File: config.mk
export PLATFORM = sky130hd
export DESIGN_NAME = i2c_apb_arbiter
export DESIGN_NICKNAME = d
export VERILOG_FILES = /design/src/rtl/i2c_arb_pkg.sv /design/src/rtl/i2c_rr_picker.sv /design/src/rtl/i2c_apb_arbiter.sv
export SDC_FILE = /design/constraint.sdc
export NUM_CORES = 1
export LEC_CHECK = 0
export BUFFER_PORTS_ARGS = -buffer_cell sky130_fd_sc_hd__buf_2
export CAP_MARGIN = 20
export CORE_ASPECT_RATIO = 0.7
export CORE_MARGIN = 4
export CORE_UTILIZATION = 35
export DETAILED_ROUTE_END_ITERATION = 12
export PLACE_DENSITY = 0.78
export SYNTH_ARGS = -nofsm -noshare
export SYNTH_HDL_FRONTEND = slang
export SYNTH_SLANG_ARGS = --single-unit
File: constraint.sdc
create_clock -name PCLK -period 2.8 [get_ports PCLK]
set_clock_uncertainty 0.1 [all_clocks]
set_input_delay 0.56 -clock PCLK [delete_from_list [all_inputs] [get_ports PCLK]]
set_output_delay 0.56 -clock PCLK [all_outputs]
set_load 0.01 [all_outputs]
File: src/rtl/i2c_arb_pkg.sv
// Shared constants for the I2C APB round-robin arbiter: FSM encoding,
// default sizing and the owner-index width helper.
package i2c_arb_pkg;

   localparam logic [1:0] ST_IDLE = 2'd0;
   localparam logic [1:0] ST_OWN  = 2'd1;
   localparam logic [1:0] ST_REL  = 2'd2;

   localparam int NREQ_DEF    = 4;
   localparam int TIMEOUT_DEF = 1024;

   function automatic int idx_w(input int n);
      return (n <= 2) ? 1 : $clog2(n);
   endfunction

endpackage

File: src/rtl/i2c_rr_picker.sv
// Combinational round-robin pick: first set request searching upward from
// the pointer with wrap-around, returned one-hot with a valid flag.
module i2c_rr_picker
   import i2c_arb_pkg::*;
#(
   parameter int NREQ = NREQ_DEF,
   localparam int IW  = idx_w(NREQ)
) (
   input  logic [NREQ-1:0] i_req,
   input  logic [IW-1:0]   i_ptr,
   output logic [NREQ-1:0] o_pick,
   output logic            o_valid
);

   int            w_sum;
   logic [IW-1:0] w_idx;

   // Walk from the farthest offset down so the closest hit to the pointer wins.
   always_comb begin
      o_pick  = '0;
      o_valid = |i_req;
      w_sum   = 0;
      w_idx   = '0;
      for (int i = NREQ - 1; i >= 0; i--) begin
         w_sum = int'(i_ptr) + i;
         if (w_sum >= NREQ) w_sum = w_sum - NREQ;
         w_idx = IW'(w_sum);
         if (i_req[w_idx]) begin
            o_pick        = '0;
            o_pick[w_idx] = 1'b1;
         end
      end
   end

endmodule

File: src/rtl/i2c_apb_arbiter.sv
// Round-robin owner arbiter sharing the i2c_top APB slave between masters.
// Optional idle-ownership timeout is enabled with `define I2C_ARB_TIMEOUT_EN.
module i2c_apb_arbiter
   import i2c_arb_pkg::*;
#(
   parameter int NREQ    = NREQ_DEF,
   parameter int TIMEOUT = TIMEOUT_DEF,
   localparam int IW     = idx_w(NREQ)
) (
   input  logic              PCLK,
   input  logic              PRESET,
   input  logic [NREQ-1:0]   req,
   output logic [NREQ-1:0]   gnt,
   input  logic [NREQ-1:0]   s_psel,
   input  logic [NREQ-1:0]   s_penable,
   input  logic [NREQ-1:0]   s_pwrite,
   input  logic [8*NREQ-1:0] s_paddr,
   input  logic [8*NREQ-1:0] s_pwdata,
   output logic [7:0]        s_prdata,
   output logic              m_psel,
   output logic              m_penable,
   output logic              m_pwrite,
   output logic [7:0]        m_paddr,
   output logic [7:0]        m_pwdata,
   input  logic [7:0]        m_prdata,
   output logic              busy,
   output logic [IW-1:0]     owner,
   output logic              timeout_pulse
);

   logic [1:0]      r_state;
   logic [NREQ-1:0] r_gnt;
   logic [IW-1:0]   r_ptr;
   logic [IW-1:0]   r_owner;

   logic            w_own;
   logic [IW-1:0]   w_next_ptr;
   logic [IW-1:0]   w_pick_ptr;
   logic [NREQ-1:0] w_req_eff;
   logic [NREQ-1:0] w_pick;
   logic            w_valid;
   logic [IW-1:0]   w_pick_idx;
   logic            w_rel;
   logic            w_force;

   assign w_own      = (r_state == ST_OWN);
   assign w_next_ptr = (r_owner == IW'(NREQ - 1)) ? '0 : r_owner + 1'b1;
   // RELEASE arbitrates with the already-advanced pointer in the same cycle.
   assign w_pick_ptr = (r_state == ST_REL) ? w_next_ptr : r_ptr;
   assign w_rel      = w_own && !req[r_owner] && !m_psel;

   assign m_psel    = w_own & s_psel[r_owner];
   assign m_penable = w_own & s_penable[r_owner];
   assign m_pwrite  = w_own & s_pwrite[r_owner];
   assign m_paddr   = w_own ? s_paddr[{r_owner, 3'b000} +: 8]  : 8'h00;
   assign m_pwdata  = w_own ? s_pwdata[{r_owner, 3'b000} +: 8] : 8'h00;
   assign s_prdata  = m_prdata;

   assign gnt   = r_gnt;
   assign busy  = w_own;
   assign owner = r_owner;

`ifdef I2C_ARB_TIMEOUT_EN
   localparam int CW = $clog2(TIMEOUT + 1);

   logic [CW-1:0]   r_cnt;
   logic [NREQ-1:0] r_blk;
   logic            r_tpulse;

   // A timed-out owner stays masked until it lets go of req once.
   assign w_req_eff     = req & ~r_blk;
   assign w_force       = w_own && !w_rel && !m_psel && (r_cnt == CW'(TIMEOUT - 1));
   assign timeout_pulse = r_tpulse;

   always_ff @(posedge PCLK) begin
      if (PRESET) begin
         r_cnt    <= '0;
         r_blk    <= '0;
         r_tpulse <= 1'b0;
      end else begin
         r_cnt    <= (!w_own || m_psel) ? '0 : r_cnt + 1'b1;
         r_blk    <= (r_blk & req) | (w_force ? r_gnt : '0);
         r_tpulse <= w_force;
      end
   end
`else
   logic w_unused_timeout;

   assign w_req_eff        = req;
   assign w_force          = 1'b0;
   assign timeout_pulse    = 1'b0;
   assign w_unused_timeout = ^TIMEOUT;
`endif

   i2c_rr_picker #(.NREQ(NREQ)) u_picker (
      .i_req   (w_req_eff),
      .i_ptr   (w_pick_ptr),
      .o_pick  (w_pick),
      .o_valid (w_valid)
   );

   always_comb begin
      w_pick_idx = '0;
      for (int i = 0; i < NREQ; i++) begin
         if (w_pick[i]) w_pick_idx = IW'(i);
      end
   end

   always_ff @(posedge PCLK) begin
      if (PRESET) begin
         r_state <= ST_IDLE;
         r_gnt   <= '0;
         r_ptr   <= '0;
         r_owner <= '0;
      end else begin
         case (r_state)
            ST_IDLE: begin
               if (w_valid) begin
                  r_state <= ST_OWN;
                  r_gnt   <= w_pick;
                  r_owner <= w_pick_idx;
               end
            end
            ST_OWN: begin
               if (w_rel || w_force) begin
                  r_state <= ST_REL;
                  r_gnt   <= '0;
               end
            end
            ST_REL: begin
               r_ptr <= w_next_ptr;
               if (w_valid) begin
                  r_state <= ST_OWN;
                  r_gnt   <= w_pick;
                  r_owner <= w_pick_idx;
               end else begin
                  r_state <= ST_IDLE;
               end
            end
            default: begin
               r_state <= ST_IDLE;
               r_gnt   <= '0;
            end
         endcase
      end
   end

endmodule

After elaboration in Yosys (flattened, before gate mapping)
Index checks and enable logic that the tools add are counted.
Word-level totals
  flip-flop bits (word level): 10
  bits of input ports: 90
  output and inout port bits: 35
Operators by class
  add/subtract/negate cells: 8
  shift-type cells: 2
  eq/ne operators: 6
  mux-type cells: 46
  magnitude comparators: 13
  bitwise operators: 3
  reductions and logical operators: 14
Operators by type and width (number)
  indexed part select 32 x 6 -> 8 bit: 2
  two-way mux 4 bit: 6
  two-way mux 2 bit: 10
  binary-select mux 1 bit (select 2 bit): 8
  two-way mux 8 bit: 2
  < comparator 2 x 3 -> 1 bit, second input constant: 5
  two-way mux 1 bit: 14
  >= comparator 3 bit, second input constant: 3
  demux 1 bit (select 2 bit): 4
  >= comparator 2 x 1 -> 1 bit, second input constant: 4
  case mux 4 bit (2 select lines): 1
  subtractor 2 x 1 -> 2 bit, second input constant: 4
  adder 2 x 2 -> 3 bit, second input constant: 2
  logical AND 1 bit: 6
  != test 2 x 1 -> 1 bit, second input constant: 3
  case mux 2 bit (3 select lines): 1
  AND reduction 2 bit: 3
  == test 2 bit, second input constant: 2
  OR reduction 4 bit: 1
  adder 2 x 1 -> 3 bit, second input constant: 1
  AND 1 bit: 3
  >= comparator 2 x 3 -> 1 bit, second input constant: 1
  adder 2 x 1 -> 2 bit, second input constant: 1
  == test 2 x 1 -> 1 bit, second input constant: 1
  other kinds (3): 4

Logic depth before layout (Yosys ltp)
  depth in word-level cells: 17
  mapped depth: 9
  depth with buffers taken out: 9

Modules after synthesis
Synthesis repeated with hierarchy kept, for this count alone.
Second synthesis, totals
  cells, all modules: 146
  area, all modules: 1520.2 µm²
Modules (own cells, without submodules)
  i2c_apb_arbiter: times used 1, sequential area each 200.2 µm², area an instance 1098.6 µm², cells each 98
  i2c_rr_picker: times used 1, sequential area each 0.0 µm², area an instance 421.7 µm², cells each 48

Least setup slack after synthesis
OpenSTA, ideal clock, no wires.
  path type: flip-flop to flip-flop
  from: reg r_owner[0] (netlist: owner[0])
  to: reg r_owner[0] (netlist: owner[0])
  arrival: 2672 ps
  path slack: -60 ps
  cell stages (with the launch flop): 10
  setup time: 88 ps
  cells stage by stage: dfxtp_1 ha_1 mux2i_1 inv_1 ha_1 mux4_2 nand3b_1 a221o_1 o211ai_1 a311oi_2
On the way
  cells in the longest elaborated chain, start to end: 17
  elaborated cells on any way between the ends: 54
  those cells by class: add/sub: 8; order compare: 12; eq/ne: 1; mux: 29; reduce/logical: 4
Ends and longest elaborated chain
  start: declaration: line i2c_apb_arbiter.sv:34  | logic [IW-1:0] r_owner;
  start signal: assignment: line i2c_apb_arbiter.sv:121  | r_owner <= w_pick_idx;
  start signal: assignment: line i2c_apb_arbiter.sv:135  | r_owner <= w_pick_idx;
  adder 2 x 1 -> 2 bit / == test 2 bit (equally long branches): line i2c_apb_arbiter.sv:47  | assign w_next_ptr = (r_owner == IW'(NREQ - 1)) ? '0 : r_owner + 1'b1;
  two-way mux 2 bit (*): line i2c_apb_arbiter.sv:47
  two-way mux 2 bit (*)
  via u_picker.i_ptr[1]: line i2c_rr_picker.sv:10  | input logic [IW-1:0] i_ptr,
  adder 2 x 2 -> 3 bit: line i2c_rr_picker.sv:25  | w_sum = int'(i_ptr) + i;
  >= comparator 3 bit / subtractor 2 x 1 -> 2 bit (equally long branches): line i2c_rr_picker.sv:26  | if (w_sum >= NREQ) w_sum = w_sum - NREQ;
  two-way mux 2 bit: line i2c_rr_picker.sv:26
  < comparator 2 x 3 -> 1 bit (not written as such) / >= comparator 2 x 1 -> 1 bit (equally long branches): line i2c_rr_picker.sv:30  | o_pick[w_idx] = 1'b1;
  logical AND 1 bit (not written as such): line i2c_rr_picker.sv:30
  two-way mux 1 bit (not written as such): line i2c_rr_picker.sv:30
  demux 1 bit (select 2 bit)
  two-way mux 4 bit (3 in series): line i2c_rr_picker.sv:28  | if (i_req[w_idx]) begin
  two-way mux 4 bit (*): line i2c_rr_picker.sv:28
  two-way mux 1 bit: line i2c_apb_arbiter.sv:105  | if (w_pick[i]) w_pick_idx = IW'(i);
  two-way mux 2 bit: line i2c_apb_arbiter.sv:105
  two-way mux 2 bit (*): line i2c_apb_arbiter.sv:105
Mark *: on every way through the listed nets, which the timed path passes. The rest lies on a longest branch. The select of a mux whose other input is x is not followed.
A chain may end at the register's enable or synchronous reset.

Worst setup path after layout
  from: reg r_state[0]
  to: reg r_owner[0] (netlist: owner[0])
On the way
  cells in the longest elaborated chain, start to end: 16
  elaborated cells on any way between the ends: 55
  those cells by class: add/sub: 7; order compare: 12; eq/ne: 1; mux: 28; reduce/logical: 7
Ends and longest elaborated chain
  start: declaration: line i2c_apb_arbiter.sv:31  | logic [1:0] r_state;
  start signal: assignment: line i2c_apb_arbiter.sv:111  | r_state <= ST_IDLE;
  start signal: assignment: line i2c_apb_arbiter.sv:119  | r_state <= ST_OWN;
  start signal: assignment: line i2c_apb_arbiter.sv:126  | r_state <= ST_REL;
  == test 2 bit: line i2c_apb_arbiter.sv:49, i2c_apb_arbiter.sv:116
  two-way mux 2 bit
  adder 2 x 2 -> 3 bit: line i2c_rr_picker.sv:25
  >= comparator 3 bit / subtractor 2 x 1 -> 2 bit (equally long branches): line i2c_rr_picker.sv:26
  two-way mux 2 bit: line i2c_rr_picker.sv:26
  < comparator 2 x 3 -> 1 bit (not written as such) / >= comparator 2 x 1 -> 1 bit (equally long branches): line i2c_rr_picker.sv:30
  logical AND 1 bit (not written as such): line i2c_rr_picker.sv:30
  two-way mux 1 bit (not written as such): line i2c_rr_picker.sv:30
  demux 1 bit (select 2 bit)
  two-way mux 4 bit (4 in series): line i2c_rr_picker.sv:28
  two-way mux 1 bit: line i2c_apb_arbiter.sv:105
  two-way mux 2 bit (2 in series): line i2c_apb_arbiter.sv:105
Parallel ways exist; a longest one is shown, timed or not. The select of a mux whose other input is x is not followed.

==> flow_summary_export.csv <==
group,metric,value,unit
sta,worst_slew_pin_slew,0.5145,ns
min_path,min-delay-path-class,"register to register",
clock_network,clk_slew_on_worst_s_h_paths,0.05,ns
logic_synthesis,asyncSetResetFlopFracSynth,0,
detailed_routing,drc,0,
placement,place_inst,282,
critical_path,critPathRequiredTime,2.80,ns
critical_path,critPathTopFamily,"multiplexers",
detailed_routing,detailed_route_wire_length_per_cell,14.83,um
floorplan,die_area,5161,um^2
critical_path,cp.arrival,2.64,ns
floorplan,ios,125,
logic_synthesis,postSynthNetCount,232,
critical_path,criticalPathCategory,"register to register",
logic_synthesis,yosys.cell_count.top_type,"sky130_fd_sc_hd__mux4_2",
global_routing,grt_use_total,0.1589,
finish,layout-drive-gt1-share,0.6471,
detailed_routing,route.final.wire_length,4301,um
critical_path,worstPathCellList,"nor2b_4 -> mux2i_4 -> buf_4 -> mux4_1 -> a221o_1 -> o211ai_1 -> a311oi_2",
power,power.static_leakage,0.9930,nW
finish,utilization,0.5276,
finish,final-seq-area,201.4,um^2
detailed_routing,wl_met2,1984,um
critical_path,critical_path.endpoint_type,"register",
critical_path,crit_path_start_kind,"register",
logic_synthesis,post_synthesis_cell_type_count,33,
floorplan,die_x,84.17,um
clock_network,cts.root.buffer_cell,"sky130_fd_sc_hd__clkbuf_8",
clock_network,numClockSinks,10,
critical_path,worst_path_max_delay_cell,"sky130_fd_sc_hd__mux4_1",
run,drv_cap,0,
logic_synthesis,syn_avg_cell_area,10.61,um^2
placement,preCtsSetupSlack,0.1490,ns
logic_synthesis,number_of_enable_flip_flop_cells_after_synthesis,0,
global_routing,wire_length_of_the_first_global_routing_pass,6644,um
logic_synthesis,cell_taking_the_most_area_after_synthesis,"sky130_fd_sc_hd__mux4_2",
power,p_per_area,387.2,nW/um^2
sta,finalMaxSlewViolations,0,
global_routing,globalRouteOverflowTotal,0,
sta,finalCritPeriodShare,0.9441,
clock_network,cts_inserted_buffers,3,
finish,num_antenna_cells,0,
clock_network,cts.htree.levels,1,
logic_synthesis,ys_ff_latch,10,
logic_synthesis,syn_area,1421,um^2
logic_synthesis,synthesis.instances,134,
placement,buffer_ports.inserted,107,
finish,final-instance-count-excl-fill,290,
finish,multi_input_comb_area,1119,um^2
logic_synthesis,synthTopCellsByArea,"sky130_fd_sc_hd__mux4_2 (36%), sky130_fd_sc_hd__dfxtp_1 (14%), sky130_fd_sc_hd__and2_1 (9.2%), sky130_fd_sc_hd__ha_1 (7.0%), sky130_fd_sc_hd__buf_4 (4.8%)",
global_routing,grt_start_max_net_pins,23,
placement,gp_routability_congestion,1.011,
detailed_routing,route.vias.total,1497,
placement,cell_area_reported_after_detailed_placement,1968,um^2
detailed_routing,wl_met3,404,um
critical_path,critical-path-max-stage-delay,0.70,ns
critical_path,path_buf_inv,1,
logic_synthesis,synth.yosys.seq_area_share,0.1408,
sta,layout_min_cycle_time,2.643,ns
power,finalPower,0.0008012,W
finish,final_instance_area,2069,um^2
sta,timing.final.ws_setup,0.1566,ns
clock_network,clock_tree.buffer_depth,2,
floorplan,floorplan.rows,19,
detailed_routing,drt-vias-per-instance,5.162,
global_routing,grt_antenna_before_repair,0,
detailed_routing,wl_on_met1,1897,um
finish,fill_cells,370,
sta,timing.max_slew.rel_slack,0.6534,
logic_synthesis,yosys_warnings,0,
finish,finish.net_count,337,
run_status,run_status,"complete, no violations",
logic_synthesis,synthFlopType,"sky130_fd_sc_hd__dfxtp_1",
clock_network,cts_hold_buf,0,
detailed_routing,violation_count_after_the_first_detailed_route_iteration,39,
detailed_routing,firstDrtPassIters,4,
floorplan,die_height,61.32,um
sta,fmaxAchievable,0.3783,GHz
detailed_routing,detail-route-antenna-nets,0,
global_routing,grt_pass1_vias,1413,
placement,hpwlAfterDp,3589,um
logic_synthesis,yosys-top-cells-count,"sky130_fd_sc_hd__mux4_2 (23), sky130_fd_sc_hd__and2_1 (21), sky130_fd_sc_hd__dfxtp_1 (10)",
floorplan,core_region_area,3923,um^2
critical_path,crit_path_max_fanout,8,
detailed_routing,top_layer,"met4",
sta,hold_viol,0,
floorplan,initial_utilization,0.3624,
finish,flow.area_growth_from_synthesis,45.60,%
sta,report.final.setup_viol,0,
power,ir_drop,189.9,uV
clock_network,cts_tree,"built",
logic_synthesis,synth_largest_type_area_fraction,0.3644,
clock_network,worstSkewPairLatency,0.24,ns
repair_timing:
item	CTS	global route
setup endpoints to repair	0	4
gates resized for setup	0	3
buffers inserted	0	4
power breakdown:
group	internal [W]	switching (W)
logic	0.000248	0.000201
clock network	0.000124	0.0000595
registers	0.000157	0.0000113
cell type report:
type,instances,share of cell area
Sequential cell,10,0.09734
Inverter,7,0.01270
Tap cell,52,0.03144
Timing Repair Buffer,116,0.2914
Clock buffer,4,0.02660
Multi-Input combinational cell,101,0.5405
kinds of logic after synthesis:
logic type      after synthesis  share of synthesized area
simple gates                 44                     0.1778
mux                          26                     0.4058
compound gates               22                     0.1171
fa+ha+maj                     8                    0.07043
buf+inv                      23                    0.08538
flops                        10                     0.1408
other cells                   1                   0.002638
state kept, by name, summed over array words and instances, names as in the netlist:
register,flops
gnt,4
owner,2
r_state,2
r_ptr,2
worst min-delay path, delay by kind of cell (launching register included):
kind / cells / cell delay [ns]
AND/OR/NAND/NOR: 1 / 0.05
AO/OA/AOI/OAI: 1 / 0.05
flip-flops: 1 / 0.30
metrics by stage:
stage | hold slack [ns] | setup TNS, ns
2_1_floorplan | 0.3805 | 0
5_1_grt | 0.3812 | -0.007879
3_5_place_dp | 0.3471 | 0
3_3_place_gp | 0.3442 | 0
4_1_cts | 0.3541 | 0
6_report | 0.3516 | 0
path summary, 6_finish.rpt:
path	startpoint	to	slack (ns)	cells after the start
setup / recovery	r_state[0]	owner[0]	0.16	7
hold / removal	gnt[1]	gnt[1]	0.35	2
setup reg to reg	r_state[0]	owner[0]	0.16	7
hold reg to reg	gnt[1]	gnt[1]	0.35	2
cells in the final DEF (no fill, tap or decap), types with 2 or more instances in the layout:
| cell type | netlist | routed |
|---|---|---|
| sky130_fd_sc_hd__a21oi_1 | 7 | 7 |
| sky130_fd_sc_hd__a221oi_2 | 2 | 2 |
| sky130_fd_sc_hd__and2_1 | 21 | 21 |
| sky130_fd_sc_hd__buf_2 | 1 | 107 |
| sky130_fd_sc_hd__buf_4 | 9 | 9 |
| sky130_fd_sc_hd__clkbuf_8 | 0 | 4 |
| sky130_fd_sc_hd__dfxtp_1 | 10 | 9 |
| sky130_fd_sc_hd__ha_1 | 8 | 7 |
| sky130_fd_sc_hd__inv_1 | 7 | 7 |
| sky130_fd_sc_hd__mux4_2 | 23 | 23 |
| sky130_fd_sc_hd__nand2_1 | 7 | 7 |
| sky130_fd_sc_hd__nand3b_1 | 3 | 3 |
| sky130_fd_sc_hd__nor2_1 | 7 | 6 |
| sky130_fd_sc_hd__o211ai_1 | 2 | 2 |
| sky130_fd_sc_hd__o21ai_0 | 4 | 4 |
layer usage:
metal | track usage | vias to the layer above
met5 | 0 | -
met4 | 0.02064 | 0
met3 | 0.05348 | 2
met2 | 0.2506 | 72
met1 | 0.2208 | 718
li1 | - | 705
Power figures use the tool's default switching activity.
